`config.mk`:
```
export PLATFORM = sky130hd
export DESIGN_NAME = win_gen3_3
export DESIGN_NICKNAME = d
export VERILOG_FILES = /design/src/rtl/win_gen3_3.sv
export SDC_FILE = /design/constraint.sdc
export NUM_CORES = 1
export LEC_CHECK = 0
export ABC_AREA = 1
export CORE_UTILIZATION = 40
export DETAILED_ROUTE_END_ITERATION = 12
export PLACE_DENSITY = 0.68
export SYNTH_ARGS = -nofsm -noshare
export SYNTH_HDL_FRONTEND = slang
export SYNTH_SLANG_ARGS = --single-unit
export TNS_END_PERCENT = 10
```
`constraint.sdc`:
```
create_clock -name iclk -period 4.6 [get_ports iclk]
set_input_delay 0.46 -clock iclk [delete_from_list [all_inputs] [get_ports iclk]]
set_output_delay 0.46 -clock iclk [all_outputs]
set_load 0.05 [all_outputs]
```
`src/rtl/win_gen3_3.sv`:
```
// 3x3 sliding-window generator for a raster pixel stream.
//
// The block keeps two line buffers holding the previous two image rows and a
// 3x3 shift window. Every accepted pixel shifts the window left by one column
// and loads a new column {row r-2, row r-1, current pixel}. A window is emitted
// one cycle after each accepted pixel whose position is at or beyond (2, 2), so
// only fully populated windows are produced; border positions yield nothing.
//
// Ports
//   iclk   in   clock; all state updates on the rising edge
//   irst   in   synchronous active-high reset; overrides ien
//   ien    in   pixel-valid qualifier
//   idata  in   pixel, raster order
//   oen    out  window-valid strobe, one cycle per window
//   odata  out  3x3 window, row-major; [0] top-left, [8] newest pixel
//   oeof   out  marks the last window of a frame (only together with oen)
module win_gen3_3 #(
    parameter int pDATA_W = 8,
    parameter int pIMG_W  = 32,
    parameter int pIMG_H  = 32
) (
    input  logic                        iclk,
    input  logic                        irst,
    input  logic                        ien,
    input  logic [pDATA_W-1:0]          idata,
    output logic                        oen,
    output logic [8:0][pDATA_W-1:0]     odata,
    output logic                        oeof
);

    localparam int COL_W = $clog2(pIMG_W);
    localparam int ROW_W = $clog2(pIMG_H);

    // Line buffers: lb0 holds row r-2, lb1 holds row r-1. Not reset; windows
    // only start at row 2, by which time both rows have been rewritten.
    logic [pDATA_W-1:0]      r_lb0 [pIMG_W];
    logic [pDATA_W-1:0]      r_lb1 [pIMG_W];

    logic [COL_W-1:0]        r_col;
    logic [ROW_W-1:0]        r_row;
    logic [8:0][pDATA_W-1:0] r_win;
    logic                    r_oen;
    logic                    r_oeof;
    logic [8:0][pDATA_W-1:0] r_odata;

    logic [8:0][pDATA_W-1:0] w_win_nxt;
    logic                    w_last_col;
    logic                    w_last_row;
    logic                    w_emit;

    assign w_last_col = (r_col == COL_W'(pIMG_W - 1));
    assign w_last_row = (r_row == ROW_W'(pIMG_H - 1));
    assign w_emit     = ien && (r_row >= ROW_W'(2)) && (r_col >= COL_W'(2));

    // Shift each window row left and append the new column on the right.
    always_comb begin
        w_win_nxt    = r_win;
        w_win_nxt[0] = r_win[1];
        w_win_nxt[1] = r_win[2];
        w_win_nxt[2] = r_lb0[r_col];
        w_win_nxt[3] = r_win[4];
        w_win_nxt[4] = r_win[5];
        w_win_nxt[5] = r_lb1[r_col];
        w_win_nxt[6] = r_win[7];
        w_win_nxt[7] = r_win[8];
        w_win_nxt[8] = idata;
    end

    always_ff @(posedge iclk) begin
        if (irst) begin
            r_col   <= '0;
            r_row   <= '0;
            r_win   <= '0;
            r_oen   <= 1'b0;
            r_oeof  <= 1'b0;
            r_odata <= '0;
        end else begin
            r_oen  <= w_emit;
            r_oeof <= w_emit && w_last_col && w_last_row;
            if (ien) begin
                r_win <= w_win_nxt;
                if (w_last_col) begin
                    r_col <= '0;
                    r_row <= w_last_row ? '0 : r_row + ROW_W'(1);
                end else begin
                    r_col <= r_col + COL_W'(1);
                end
            end
            // odata only changes on an emitted window so it holds otherwise.
            if (w_emit) begin
                r_odata <= w_win_nxt;
            end
        end
    end

    // Line buffer writes: the row moves from lb1 to lb0 as the new pixel lands.
    always_ff @(posedge iclk) begin
        if (!irst && ien) begin
            r_lb0[r_col] <= r_lb1[r_col];
            r_lb1[r_col] <= idata;
        end
    end

    assign oen   = r_oen;
    assign oeof  = r_oeof;
    assign odata = r_odata;

endmodule

```
# Word-level counts from Yosys, hierarchy flattened
# Memories as Yosys holds them, arrays and structs flattened. A register that Yosys moved wholly into a read port is not among the register bits.
# Cells that the tools add are included.
classes:
  addsub: 2
  n_lt_le_gt_ge: 2
  eq_ne: 2
  n_mux: 8
  n_reduce_logical: 7
op_table:
  columns: ["operator", "n"]
  rows:
  - ["$mux 5", 6]
  - ["$add 5x1->5 const B", 2]
  - ["$eq 5x5->1 const B", 2]
  - ["$ge 5x2->1 const B", 2]
  - ["$logic_and 1x1->1", 5]
  - ["$mux 1", 2]
  - ["$reduce_and 2->1", 1]
  - ["$logic_not 1->1", 1]
totals:
  regBits: 132
  mem_bits_rw: 512
  inputBits: 11
  out_inout_bits: 74
  wordCells: 42
  memories: 2
mem_list:
  columns: ["name", "words", "word_bits", "read_ports", "rd_clocked_by_memory_dff", "wr", "line_no", "text"]
  rows:
  - ["r_lb0", 32, 8, 1, 1, 1, "36", "logic [pDATA_W-1:0] r_lb0 [pIMG_W];"]
  - ["r_lb1", 32, 8, 1, 1, 1, "37", "logic [pDATA_W-1:0] r_lb1 [pIMG_W];"]

# Logic depth before layout (Yosys ltp)
# Gate-level depths: netlist of the first run.
logic_depth:
  ltp_word: 5
  depth_mapped: 12
  mapped_depth_nobuf: 9

# Least setup slack after synthesis of the first run
# No wires, ideal clock.
synth_path:
  path_type: "in2reg"
  from: "input port irst"
  to: "memory r_lb0[23][0], enable pin"
  setup_ns: 0.388
  arrival_time_ns: 1.967
  setup_slack_ns: 2.244
  stages: 5
  n_path_buf: 2
  path_cell_list: "clkbuf_1 > inv_1 > clkbuf_1 > nand3_1 > nor2_1"
synth_via:
  elab_chain_cells: 4
synth_rtl:
  columns: ["element", "line_no", "text"]
  rows:
  - ["start, declared", "23", "input logic irst,"]
  - ["$logic_not 1->1", "98", "if (!irst && ien) begin"]
  - ["$logic_and 1x1->1", "98", null]
  - ["$mux 1", "98", null]
  - ["$mux 1 (implied by the code)", "99", "r_lb0[r_col] <= r_lb1[r_col];"]
  - ["end, declared", "36", null]
# No other way between the ends.

==> flow_summary.yaml, run 1 <==
cts:
  cts_resized: 0
  root_buffer: "clkbuf_16"
  cts_htree_levels: 3
  clkTransAtPathRegs_ns: 0.06
  cts_hold_buffers: 0
  clock_path_buffers: 3
  cts_inserted_buffers: 67
  cts_tree: "yes"
  clk_latency_ns: 0.60
  cts.sinks: 649
  postCtsSetupRepairBufs: 0
routing:
  postRouteAntennaNets: 0
  first_pass_iters: 5
  wirelength_um: 66500
  post-route-drc-count: 0
  wl_per_cell_um: 20.1
  dr.first_iter.drc_count: 2235
  vias: 17700
  detail_route.vias_per_cell: 5.36
floorplanning:
  io-pin-count: 85
  coreArea_um2: 63200
  die_area_um2: 65100
  row_count: 92
  die_x_um: 255
  floorplan.initialDensity_pct: 40.6
  fp.dieH_um: 255
worst_setup_path:
  required_ns: 4.86
  start_kind: "register"
  critical_path_class: "reg -> reg"
  rrSetupSlack_ns: 1.44
  end_kind: "register"
  worst-path-max-fanout: 78
  reg2regPathDepth: 10
  r2r-end: "r_lb0[0][1]"
  arrival_ns: 3.42
pwr:
  irDropWorstVdd_uv: 199
  intPower_mw: 9.77
  p_seq_share_pct: 51.6
  clkPwrFrac_pct: 41.7
  p_leak_nw: 10.5
  combPwrFrac_pct: 6.7
  switching_share_pct: 22.5
  power_density_nw_per_um2: 429
  power_switching_mw: 2.83
timing:
  tightestPinTransition_ns: 1.03
  hold_viol: 0
  final-setup-viol-count: 0
  period_needed_ns: 3.16
  slew_headroom_pct: 31.0
  max_freq_mhz: 317
  finalCritPeriodShare_pct: 68.7
  tns_ns: 0
  report.final.slew_viol_count: 0
  finalClockSkew_ns: 0.0249
  rsz0062_at_grt: "false"
  setup_ws_ns: 1.44
logic_synthesis:
  ys_seq_elements: 649
  yosys_warnings: 0
  synthTopCellsByArea: "edfxtp_1 60%, nand2_1 11%, dfxtp_1 11%"
  synthDistinctLibCells: 24
  ys_seq_area_share_pct: 70.7
  synth_nets: 2344
  syn-cell-area_um2: 25600
  syn_avg_cell_area_um2: 11.0
  synth_top_area_cell: "edfxtp_1"
  syn_inst: 2325
  yosysTopAreaCellShare_pct: 60.0
hold_path:
  hold_path.startpoint: "irst"
  min_path_cells: 2
  hold_path.class: "in -> reg"
  whs_endpoint: "oen"
final_layout:
  nets: 2430
  final_cell_mix: "782 x nand2_1, 512 x edfxtp_1, 427 x nand3_1, 134 x dfxtp_1, 110 x nor2_1"
  mostFrequentLayoutCell: "nand2_1"
  final_util_pct: 46.5
  areaGrowthSynthToFinish_pct: 14.6
  diodes: 0
  drive_gt1_share_pct: 7.40
global_route:
  grt_max_degree: 166
  grt_pass1_wl_um: 100000
  grt_overflow: 0
  grt_pass1_vias: 16800
  grt_usage_pct: 20.5
  grt_antenna_before_repair: 0
job:
  maxCapViolCount: 0
placed_design:
  dp_hpwl_um: 38200
  pre_cts_slack_ns: 1.47
  gp_congestion: 0.891
  portBuffers: 84
status:
  status: "completed"
==> sequential cells by signal (all words and copies together), names as in the netlist, named ones only <==
name / count
r_lb0: 256
oeof: 1
r_win: 48
oen: 1
r_row: 5
r_col: 5
odata: 72
r_lb1: 256
==> metal layers <==
layer | global-route usage, % | share of wire (%)
met3 | 3.70 | 8.5
met2 | 32.6 | 46
met5 | 0 | 0
met1 | 28.2 | 42
met4 | 7.46 | 3.0
==> per-stage QoR <==
step | instances | cell area, µm² | hold WS, ns | power, mW
2_1_floorplan | 2325 | 25600 | 0.435 | 7.17
3_3_place_gp | 3188 | 27300 | 0.445 | 7.44
3_5_place_dp | 3188 | 27300 | 0.453 | 7.46
4_1_cts | 3307 | 29400 | 0.339 | 12.7
5_1_grt | 3307 | 29400 | 0.395 | 13.0
6_report | 3307 | 29400 | 0.357 | 12.6
==> logic make-up after synthesis <==
group,share of synthesized area [%]
xor+xnor,0.0683
compound gates,3.23
flops,70.7
simple gates,21.6
buf+inv,4.10
fa+ha+maj,0.390
==> worst max-delay path by stage <==
stage	from	end	slack (ns)	depth (start not counted)
detailed placement	register	r_lb0[2][1]	1.47	10
CTS	register	r_lb0[2][1]	1.46	10
floorplan	irst	r_lb0[23][1]	2.24	5
global route	register	r_lb0[7][4]	1.21	10
global placement	register	r_lb0[13][4]	1.57	10
finish	register	r_lb0[0][1]	1.44	10
==> layout make-up <==
class                           instances  area (µm²)
Multi-Input combinational cell       1498        6470
Sequential cell                       649       18100
Fill cell                            5538       33800
Inverter                               29         118
Clock buffer                           90        1860
Tap cell                              846        1060
Clock inverter                         29         255
Timing Repair Buffer                  166        1510
==> power groups by stage <==
stage	Combinational, mW	Clock (mW)	Sequential [mW]
after floorplan	0.564	0	6.61
after global placement	0.820	0	6.62
after detailed placement	0.837	0	6.62
after global routing	0.932	5.55	6.50
after CTS	0.841	5.33	6.50
final	0.850	5.26	6.50
==> cell usage after synthesis, drive strengths merged <==
| library cell | instances |
|---|---|
| clkinv | 1 |
| nor3 | 5 |
| o21ai | 68 |
| a211oi | 1 |
| inv | 28 |
| nor2 | 110 |
| nor4 | 1 |
| dfxtp | 137 |
| xor2 | 2 |
| nand3 | 428 |
| edfxtp | 512 |
| buf | 116 |
| a21oi | 93 |
| nand2 | 782 |
| ha | 8 |
| clkbuf | 33 |
==> critical path: stages (launching register included) <==
cell and delay [ns]:
dfxtp_4 0.37, inv_6 0.43, buf_4 0.28, nand2_1 0.06, nand3_1 0.06, nand3_1 0.08, nand2_1 0.11, nand2_1 0.06
nand3_1 0.23, nand2_1 0.25, inv_1 0.78
(Power assumes the default switching activity.)
==> run 2: changes to the inputs <==
PLACE_DENSITY = 0.7   (was 0.68)
clock period = 2.7 ns   (was 4.6 ns; I/O delays follow)
==> run 2 against run 1 <==
Against the previous run:
- clock-buffer cell count decreased by 3
- worst setup slack got worse by 1.1 ns
- largest power group unchanged
- critical endpoint is now r_win[23]
- design area increased by 1.4%
- first-iteration DRC count decreased by 23%
- fmax increased by 31%
==> flow_summary.yaml, run 2 (synthesized netlist as in run 1, its figures left out) <==
status:
  status: "completed"
floorplanning:
  floorplan.initialDensity_pct: 40.6
  fp.dieH_um: 255
  row_count: 92
  io-pin-count: 85
  coreArea_um2: 63200
  die_x_um: 255
  die_area_um2: 65100
final_layout:
  n_fill_cell: 5478
  diodes: 0
  final_util_pct: 47.2
  nets: 2450
  mostFrequentLayoutCell: "nand2_1"
  regArea_um2: 18100
  drive_gt1_share_pct: 8.67
  multiInputGateArea_um2: 6470
  final_cell_mix: "782 x nand2_1, 512 x edfxtp_1, 427 x nand3_1, 134 x dfxtp_1, 110 x nor2_1"
  areaGrowthSynthToFinish_pct: 16.2
routing:
  wl_per_cell_um: 19.7
  vias: 17900
  postRouteAntennaNets: 0
  dr.first_iter.drc_count: 1725
  first_pass_iters: 6
  post-route-drc-count: 0
  detail_route.vias_per_cell: 5.39
  wirelength_um: 65500
placed_design:
  gp_congestion: 0.846
  dp_hpwl_um: 37400
  portBuffers: 84
cts:
  cts_hold_buffers: 0
  cts_inserted_buffers: 67
  cts_htree_levels: 3
  clock_path_buffers: 3
  cts.sinks: 649
  postCtsSetupRepairBufs: 0
  root_buffer: "clkbuf_16"
  cts_tree: "yes"
  clk_latency_ns: 0.61
  cts_resized: 0
  clkTransAtPathRegs_ns: 0.06
worst_setup_path:
  cpPeakStageDelay_ns: 0.41
  path_cells: "inv_6 -> buf_4 -> buf_4 -> nand2_1 -> nand3_1 -> nand3_1 -> nand2_1 -> nand2_1 -> nand3_1 -> nand2_1 -> a21oi_1"
  r2r-end: "r_win[23]"
  start_kind: "register"
  worst-path-max-fanout: 37
  reg2regPathDepth: 11
  end_kind: "register"
  cp_common_cell: "nand2_1"
  required_ns: 3.23
  rrSetupSlack_ns: 0.29
  critical_path_class: "reg -> reg"
  slowest_stage: "dfxtp_4"
  arrival_ns: 2.94
timing:
  tns_ns: 0
  finalClockSkew_ns: 0.0248
  slew_headroom_pct: 50.3
  period_needed_ns: 2.41
  holdWs_ns: 0.310
  rsz0062_at_grt: "false"
  final-setup-viol-count: 0
  finalCritPeriodShare_pct: 89.1
  report.final.slew_viol_count: 0
  tightestPinTransition_ns: 0.745
  max_freq_mhz: 416
  hold_viol: 0
job:
  maxCapViolCount: 0
global_route:
  grt_max_degree: 81
  grt_pass1_wl_um: 99000
  grt_pass1_vias: 17200
  grt_usage_pct: 20.1
  grt_antenna_before_repair: 1
  grt_overflow: 0
pwr:
  irDropWorstVdd_uv: 453
  p_leak_nw: 10.7
  power_density_nw_per_um2: 735
hold_path:
  min_path_cells: 3
  hold_path.startpoint: "irst"
  whs_endpoint: "oen"
  hold_path.class: "in -> reg"
run 2: cell count changes in the layout (fill, tap and decap cells not counted), sizes merged:
cell / before / now
clkbuf: 90 / 87
clkinv: 24 / 22
buf: 84 / 104
inv: 28 / 31
bufinv: 5 / 7
run 2: stage by stage:
| stage | total power [mW] | instance area, µm² | worst slack, ns | cells |
|---|---|---|---|---|
| after global routing | 22.5 | 29800 | 0.133 | 3327 |
| after floorplan | 12.2 | 25600 | 0.534 | 2325 |
| after CTS | 22.0 | 29800 | 0.349 | 3327 |
| after detailed placement | 12.8 | 27600 | 0.388 | 3208 |
| after global placement | 12.8 | 27600 | 0.399 | 3208 |
| final | 21.9 | 29800 | 0.294 | 3327 |
run 2: power by group:
part	switching (mW)	internal (mW)
Sequential	0.0626	11.0
Clock	3.73	5.51
Combinational	1.15	0.432
Total	4.94	16.9
run 2: final cells by class:
class,count,area share [%]
Sequential cell,649,60.8
Inverter,29,0.390
Clock inverter,32,1.20
Clock buffer,87,6.20
Multi-Input combinational cell,1498,21.7
Tap cell,846,3.55
Timing Repair Buffer,186,6.11
run 2: how the worst max path moves through the flow:
stage	slack [ns]	depth (start not counted)	endpoint
final	0.29	11	r_win[23]
after global routing	0.13	11	r_win[23]
after CTS	0.35	12	r_lb0[15][5]
after detailed placement	0.39	11	r_win[23]
after global placement	0.40	11	r_win[23]
after floorplan	0.53	5	r_lb0[23][0]
run 2: worst max-delay path: cells and delay by family (launching register included):
kind | cells | cell delay [ns]
AND/OR/NAND/NOR | 7 | 0.79
AO/OA/AOI/OAI | 1 | 0.16
buffers and inverters | 3 | 0.96
flip-flops | 1 | 0.41
run 2: metal layers:
layer | vias up | GRT usage, % | wire length, µm
li1 | 8227 | - | -
met1 | 8734 | 26.1 | 26700
met2 | 806 | 32.7 | 31000
met3 | 153 | 4.59 | 5690
met4 | 2 | 7.87 | 2120
met5 | - | 0 | 13
